## src/rtl/tof_tbs_tx.sv

```systemverilog
// tof_tbs_tx -- serialises a 20-bit echo time-of-flight onto the TBS line.
//
// Frame: HEADER, {4'h0,tof[19:16]}, tof[15:8], tof[7:0] (+ CHK when
// TOF_CHECKSUM_EN is defined; CHK = XOR of the three TOF bytes).
// Each byte is 12 bit-times: start, 8 data bits LSB first, stop, 2 gap.
// A start bit or a data 0 is a short low pulse (PULSE_CNT cycles) at the
// beginning of the bit-time; everything else holds the line high.
//
// Optional feature macro: TOF_CHECKSUM_EN (5-byte frame with checksum).
//
// Ports
//   clk_50M    in   system clock, rising edge
//   rst        in   synchronous active-high reset
//   tof_in     in   [19:0] time-of-flight in clk_50M cycles
//   tof_valid  in   tof_in valid this cycle
//   tof_ready  out  block is idle and accepts tof_in
//   TBS_out    out  serial line, idles high (registered)
//   busy       out  a frame is in progress
//   frame_done out  one-cycle pulse in the last cycle of a frame
//
// state | meaning
// IDLE  | line high, waiting for a transfer
// START | start bit of the current byte
// DATA  | data bit bit_idx of the current byte
// STOP  | stop bit
// GAP   | two idle bit-times after the stop bit
module tof_tbs_tx #(
   parameter int          CLK_FREQ  = 50_000_000,
   parameter int          BAUD_RATE = 115200,
   parameter logic [7:0]  HEADER    = 8'hA5
) (
   input  logic        clk_50M,
   input  logic        rst,
   input  logic [19:0] tof_in,
   input  logic        tof_valid,
   output logic        tof_ready,
   output logic        TBS_out,
   output logic        busy,
   output logic        frame_done
);

   localparam int BIT_CNT   = CLK_FREQ / BAUD_RATE;
   localparam int PULSE_CNT = BIT_CNT / 8;
   localparam int CW        = $clog2(2 * BIT_CNT + 1);

   localparam logic [CW-1:0] BIT_LAST  = CW'(BIT_CNT - 1);
   localparam logic [CW-1:0] GAP_LAST  = CW'(2 * BIT_CNT - 1);
   localparam logic [CW-1:0] PULSE_END = CW'(PULSE_CNT);

`ifdef TOF_CHECKSUM_EN
   localparam logic [2:0] LAST_BYTE = 3'd4;
`else
   localparam logic [2:0] LAST_BYTE = 3'd3;
`endif

   typedef enum logic [2:0] {
      IDLE  = 3'd0,
      START = 3'd1,
      DATA  = 3'd2,
      STOP  = 3'd3,
      GAP   = 3'd4
   } state_t;

   state_t        state, state_nx;
   logic [CW-1:0] cnt, cnt_nx;
   logic [2:0]    bit_idx, bit_nx;
   logic [2:0]    byte_idx, byte_nx;
   logic [19:0]   tof_q;
   logic [7:0]    cur_byte;
   logic          tbs_nx;
   logic          frame_end;
   logic          take;

   assign tof_ready  = (state == IDLE) && !rst;
   assign busy       = (state != IDLE) && !rst;
   assign frame_done = frame_end && !rst;
   assign take       = tof_valid && tof_ready;

   // Byte selected by the *next* byte index so the registered line value
   // lines up with the first cycle of each bit-time.
   always_comb begin
      cur_byte = HEADER;
      case (byte_nx)
         3'd1:    cur_byte = {4'h0, tof_q[19:16]};
         3'd2:    cur_byte = tof_q[15:8];
         3'd3:    cur_byte = tof_q[7:0];
`ifdef TOF_CHECKSUM_EN
         3'd4:    cur_byte = {4'h0, tof_q[19:16]} ^ tof_q[15:8] ^ tof_q[7:0];
`endif
         default: cur_byte = HEADER;
      endcase
   end

   always_comb begin
      state_nx  = state;
      cnt_nx    = cnt;
      bit_nx    = bit_idx;
      byte_nx   = byte_idx;
      frame_end = 1'b0;
      case (state)
         IDLE: begin
            cnt_nx = '0;
            if (take) begin
               state_nx = START;
               bit_nx   = 3'd0;
               byte_nx  = 3'd0;
            end
         end
         START: begin
            if (cnt == BIT_LAST) begin
               state_nx = DATA;
               cnt_nx   = '0;
               bit_nx   = 3'd0;
            end else begin
               cnt_nx = cnt + CW'(1);
            end
         end
         DATA: begin
            if (cnt == BIT_LAST) begin
               cnt_nx = '0;
               if (bit_idx == 3'd7) state_nx = STOP;
               else                 bit_nx   = bit_idx + 3'd1;
            end else begin
               cnt_nx = cnt + CW'(1);
            end
         end
         STOP: begin
            if (cnt == BIT_LAST) begin
               state_nx = GAP;
               cnt_nx   = '0;
            end else begin
               cnt_nx = cnt + CW'(1);
            end
         end
         GAP: begin
            if (cnt == GAP_LAST) begin
               cnt_nx = '0;
               if (byte_idx == LAST_BYTE) begin
                  state_nx  = IDLE;
                  frame_end = 1'b1;
               end else begin
                  state_nx = START;
                  byte_nx  = byte_idx + 3'd1;
               end
            end else begin
               cnt_nx = cnt + CW'(1);
            end
         end
         default: begin
            state_nx = IDLE;
            cnt_nx   = '0;
            bit_nx   = 3'd0;
            byte_nx  = 3'd0;
         end
      endcase
      tbs_nx = !(((state_nx == START) ||
                  ((state_nx == DATA) && !cur_byte[bit_nx])) &&
                 (cnt_nx < PULSE_END));
   end

   always_ff @(posedge clk_50M) begin
      if (rst) begin
         state    <= IDLE;
         cnt      <= '0;
         bit_idx  <= 3'd0;
         byte_idx <= 3'd0;
         tof_q    <= '0;
         TBS_out  <= 1'b1;
      end else begin
         state    <= state_nx;
         cnt      <= cnt_nx;
         bit_idx  <= bit_nx;
         byte_idx <= byte_nx;
         TBS_out  <= tbs_nx;
         if (take) tof_q <= tof_in;
      end
   end

endmodule

```

## config.mk

```make
export PLATFORM = sky130hd
export DESIGN_NAME = tof_tbs_tx
export DESIGN_NICKNAME = d
export VERILOG_FILES = /design/src/rtl/tof_tbs_tx.sv
export SDC_FILE = /design/constraint.sdc
export NUM_CORES = 1
export LEC_CHECK = 0
export ABC_AREA = 1
export BUFFER_PORTS_ARGS = -buffer_cell sky130_fd_sc_hd__buf_2
export CORE_MARGIN = 2
export CORE_UTILIZATION = 52
export DETAILED_ROUTE_END_ITERATION = 8
export GPL_TIMING_DRIVEN = 0
export PLACE_DENSITY = 0.77
export SYNTH_ARGS = -nofsm -noshare
export SYNTH_HDL_FRONTEND = slang
export SYNTH_SLANG_ARGS = --single-unit
```

## constraint.sdc

```tcl
create_clock -name clk_50M -period 2 [get_ports clk_50M]
set_clock_uncertainty 0.05 [all_clocks]
set_input_delay 0.1 -clock clk_50M [delete_from_list [all_inputs] [get_ports clk_50M]]
set_output_delay 0.1 -clock clk_50M [all_outputs]
set_load 0.005 [all_outputs]
```

==> run_results.csv <==
group,metric,value,unit
floorplanning,core.rowCount,24,
detailed_routing,vias_per_cell,5.166,
floorplanning,die_h,71.15,um
sta,fin_crit,2153,ps
floorplanning,core-area,4354,sq um
cells_and_area,layout_common_cells,"nand2_1, nand3_1, dfxtp_1, nor2_1, inv_1",
critical_path,path_cells,"ha_4, nand2_1, inv_1, nand2_2, nor2_4, buf_4, nand4_1, nand2_1, nand2_2, nand2_4, nor2_4, nand2_1, nand3_1, nand2_1, nand2_1, nand3_2, nand2_1, inv_2, nand2_1, nand2_1, nand2_1",
placed_design,io_buffers,25,
sta,fmax,464.4,MHz
critical_path,cp_top_family,"simple AND/OR/NAND/NOR gates",
clocking,clock-sinks,40,
critical_path,path_class,"reg -> reg",
sta,hold_viol,0,
cells_and_area,drive_above_1_share,24.94,%
detailed_routing,ant_nets,0,
synth,synth_compound_area_share,7.844,%
critical_path,crit_fanout,7,
synth,syn-num-nets,382,
pwr,power_leakage,0.001386,uW
detailed_routing,routed_wire_length_per_instance,12.63,um
critical_path,startpoint_type,"register",
detailed_routing,firstDrtPassIters,4,
grt,grt_start_max_net_pins,14,
clocking,cts_max_path_buffers,2,
detailed_routing,drt_iter0_drc,158,
synth,synth-simple-area-share,44.66,%
synth,syn_inst,355,
synth,yosys.cell_types.count,36,
clocking,cts_buffers,5,
pwr,ir_drop,457.4,uV
critical_path,max_stage_delay,390,ps
critical_path,startpoint,"cnt[0]$_SDFF_PP0_",
placed_design,place_worst_setup_slack,-295.6,ps
critical_path,regToRegStartpoint,"cnt[0]$_SDFF_PP0_",
sta,maxSlewHeadroom,64.08,%
grt,antenna_found_initial,0,
clocking,cts_tree,"built",
floorplanning,pin_count,27,
critical_path,worst-endpoint-required,2140,ps
synth,synthMuxAreaShare,0,%
sta,worst_pin_slew,533.9,ps
placed_design,hpwlAfterDp,4108,um
synth,avgSynthCellArea,6.605,sq um
clocking,path_clk_slew,90,ps
cells_and_area,fin_nets,439,
sta,finalSetupViolations,1,
cells_and_area,areaGrowthSynthToFinish,28.50,%
grt,grt_use_total,23.85,%
placed_design,gp_congestion,0.8517,
critical_path,cpMostUsedCell,"nand2_1",
hold_path,min_from,"tof_in[18]",
detailed_routing,totalWireLength,5873,um
synth,synthAdderAreaFrac,2.134,%
floorplanning,die_w,71.15,um
hold_path,min_path_type,"in -> reg",
cells_and_area,fin_util,69.20,%
flow_run,drv_cap,0,
sta,fin_ws,-153.5,ps
status,violations,"negative setup slack",
sta,rsz0062_at_grt,"yes",
pwr,power_density,576.0,nW/um^2
sta,slew_viol_final,0,
cells_and_area,diodes,0,
floorplanning,initial_core_util,53.85,%
detailed_routing,num_vias,2402,
clocking,clk_latency,300,ps
detailed_routing,route.detailed.drc,0,
status,outcome,"finished, violations left",
synth,syn_area,2345,sq um
floorplanning,dieArea,5062,sq um
cells_and_area,final_common_cell,"nand2_1",
grt,grt_pass1_vias,2261,
synth,synth_top_family_by_area,"simple AND/OR/NAND/NOR gates",
grt,overflow,0,
critical_path,timing.critical_path.to_type,"register",
synth,synth_xor_area_share,0.7471,%
synth,synth-seq-area-share,34.15,%
synth,yosysWarnings,0,
sta,fin_crit_sh,107.7,%
clocking,htreeDepth,2,
grt,grt_pass1_wl,9735,um
critical_path,critical_path_buf_inv_count,3,
clocking,root_buffer,"clkbuf_8",
synth,ys_ff_latch,40,
critical_path,cp_slowest_cell,"dfxtp_4",
critical_path,arrival,2290,ps
[final timing paths]
check                            to  slack [ps]  cells past startpoint
max              TBS_out$_SDFF_PP1_        -150                     21
min          tof_q[18]$_SDFFE_PP0P_          40                      3
max reg2reg      TBS_out$_SDFF_PP1_        -150                     21
min reg2reg  tof_q[18]$_SDFFE_PP0P_         410                      2
[cells in the mapped netlist]
master       n  area (sq um)
o21ai_2      1         8.760
a221oi_1     1         8.760
nor3b_1      1         7.510
inv_2       11         41.29
inv_1       36         135.1
nor3_1       2         10.01
clkbuf_1     6         22.52
o2111ai_1    1         8.760
xor2_1       2         17.52
nand3_4      1         17.52
buf_6        3         33.78
ha_1         4         50.05
o211ai_1     2         15.01
o31ai_1      1         7.510
nor2_2       3         18.77
nand2_1    103         386.6
a21oi_1     10         50.05
and2_4       1         8.760
nand2_4      3         33.78
a21oi_2      1         8.760
nand3b_1     1         7.510
clkinv_1     2         7.510
dfxtp_1     40         800.8
buf_2        1         5.000
nor2_4       6         67.56
o21a_1       1         7.510
nand3_2      3         30.03
o21ai_0      7         35.03
o21ai_1      2         10.01
nor2_1      37         138.9
nand3_1     44         220.2
nand2_2      4         25.02
nor4_1       2         12.51
a22oi_1      1         7.510
nand4_1     10         62.56
o21ai_4      1         16.27
[routing by layer]
layer / vias up / routed length [um] / global-route usage (%)
li1: 1250 / - / -
met1: 1084 / 2476 / 29.16
met2: 55 / 3038 / 42.18
met3: 13 / 216 / 4.274
met4: 0 / 141 / 7.757
met5: - / 0 / 0
[kinds of logic after synthesis]
| logic type | count (synthesis) |
|---|---|
| adder cells (fa/ha/maj) | 4 |
| AND/OR/NAND/NOR | 221 |
| buffers and inverters | 59 |
| flip-flops | 40 |
| AO/OA/AOI/OAI | 29 |
| XOR/XNOR | 2 |
[through the flow]
stage	TNS, ps	instance area [sq um]	hold WS, ps	instances	power, uW
global placement	-239.3	2535	242.8	432	1009
global route	-473.7	3013	52.02	465	1802
floorplan	0	2345	160.5	355	957.4
finish	-153.5	3013	43.34	465	1735
CTS	-114.2	2875	46.09	459	1728
detailed placement	-345.5	2535	245.9	432	1012
[worst min-delay path, cell delays in order]
cell and delay (ps):
buf_2 80, o21ai_0 70, a21oi_1 100
[repair_timing]
item	in CTS	in global routing
hold buffers	18	0
hold endpoints to repair	18	0
setup endpoints to repair	2	2
pin swaps	0	15
buffers inserted	1	6
gates resized for setup	11	24
[power by group]
group | internal, uW | total [uW] | switching (uW) | leakage, uW
logic | 79.5 | 178 | 98.9 | 0.000995
clock network | 408 | 708 | 300 | 0.0000614
registers | 827 | 848 | 21.6 | 0.000329
[registers in the layout, indices dropped and copies added, names as in the netlist]
register / count
tof_q: 20
state: 3
cnt: 10
TBS_out: 1
bit_idx: 3
byte_idx: 3
[cell type report]
cell class                      instances  area, sq um
Clock inverter                          2        38.79
Sequential cell                        40        813.3
Clock buffer                            6        82.58
Tap cell                               52        65.06
Inverter                               49        183.9
Buffer                                 10        61.31
Timing Repair Buffer                   50        357.8
Multi-Input combinational cell        256         1410
Fill cell                             365         1341
No activity file was read; power rests on OpenSTA's default activity.
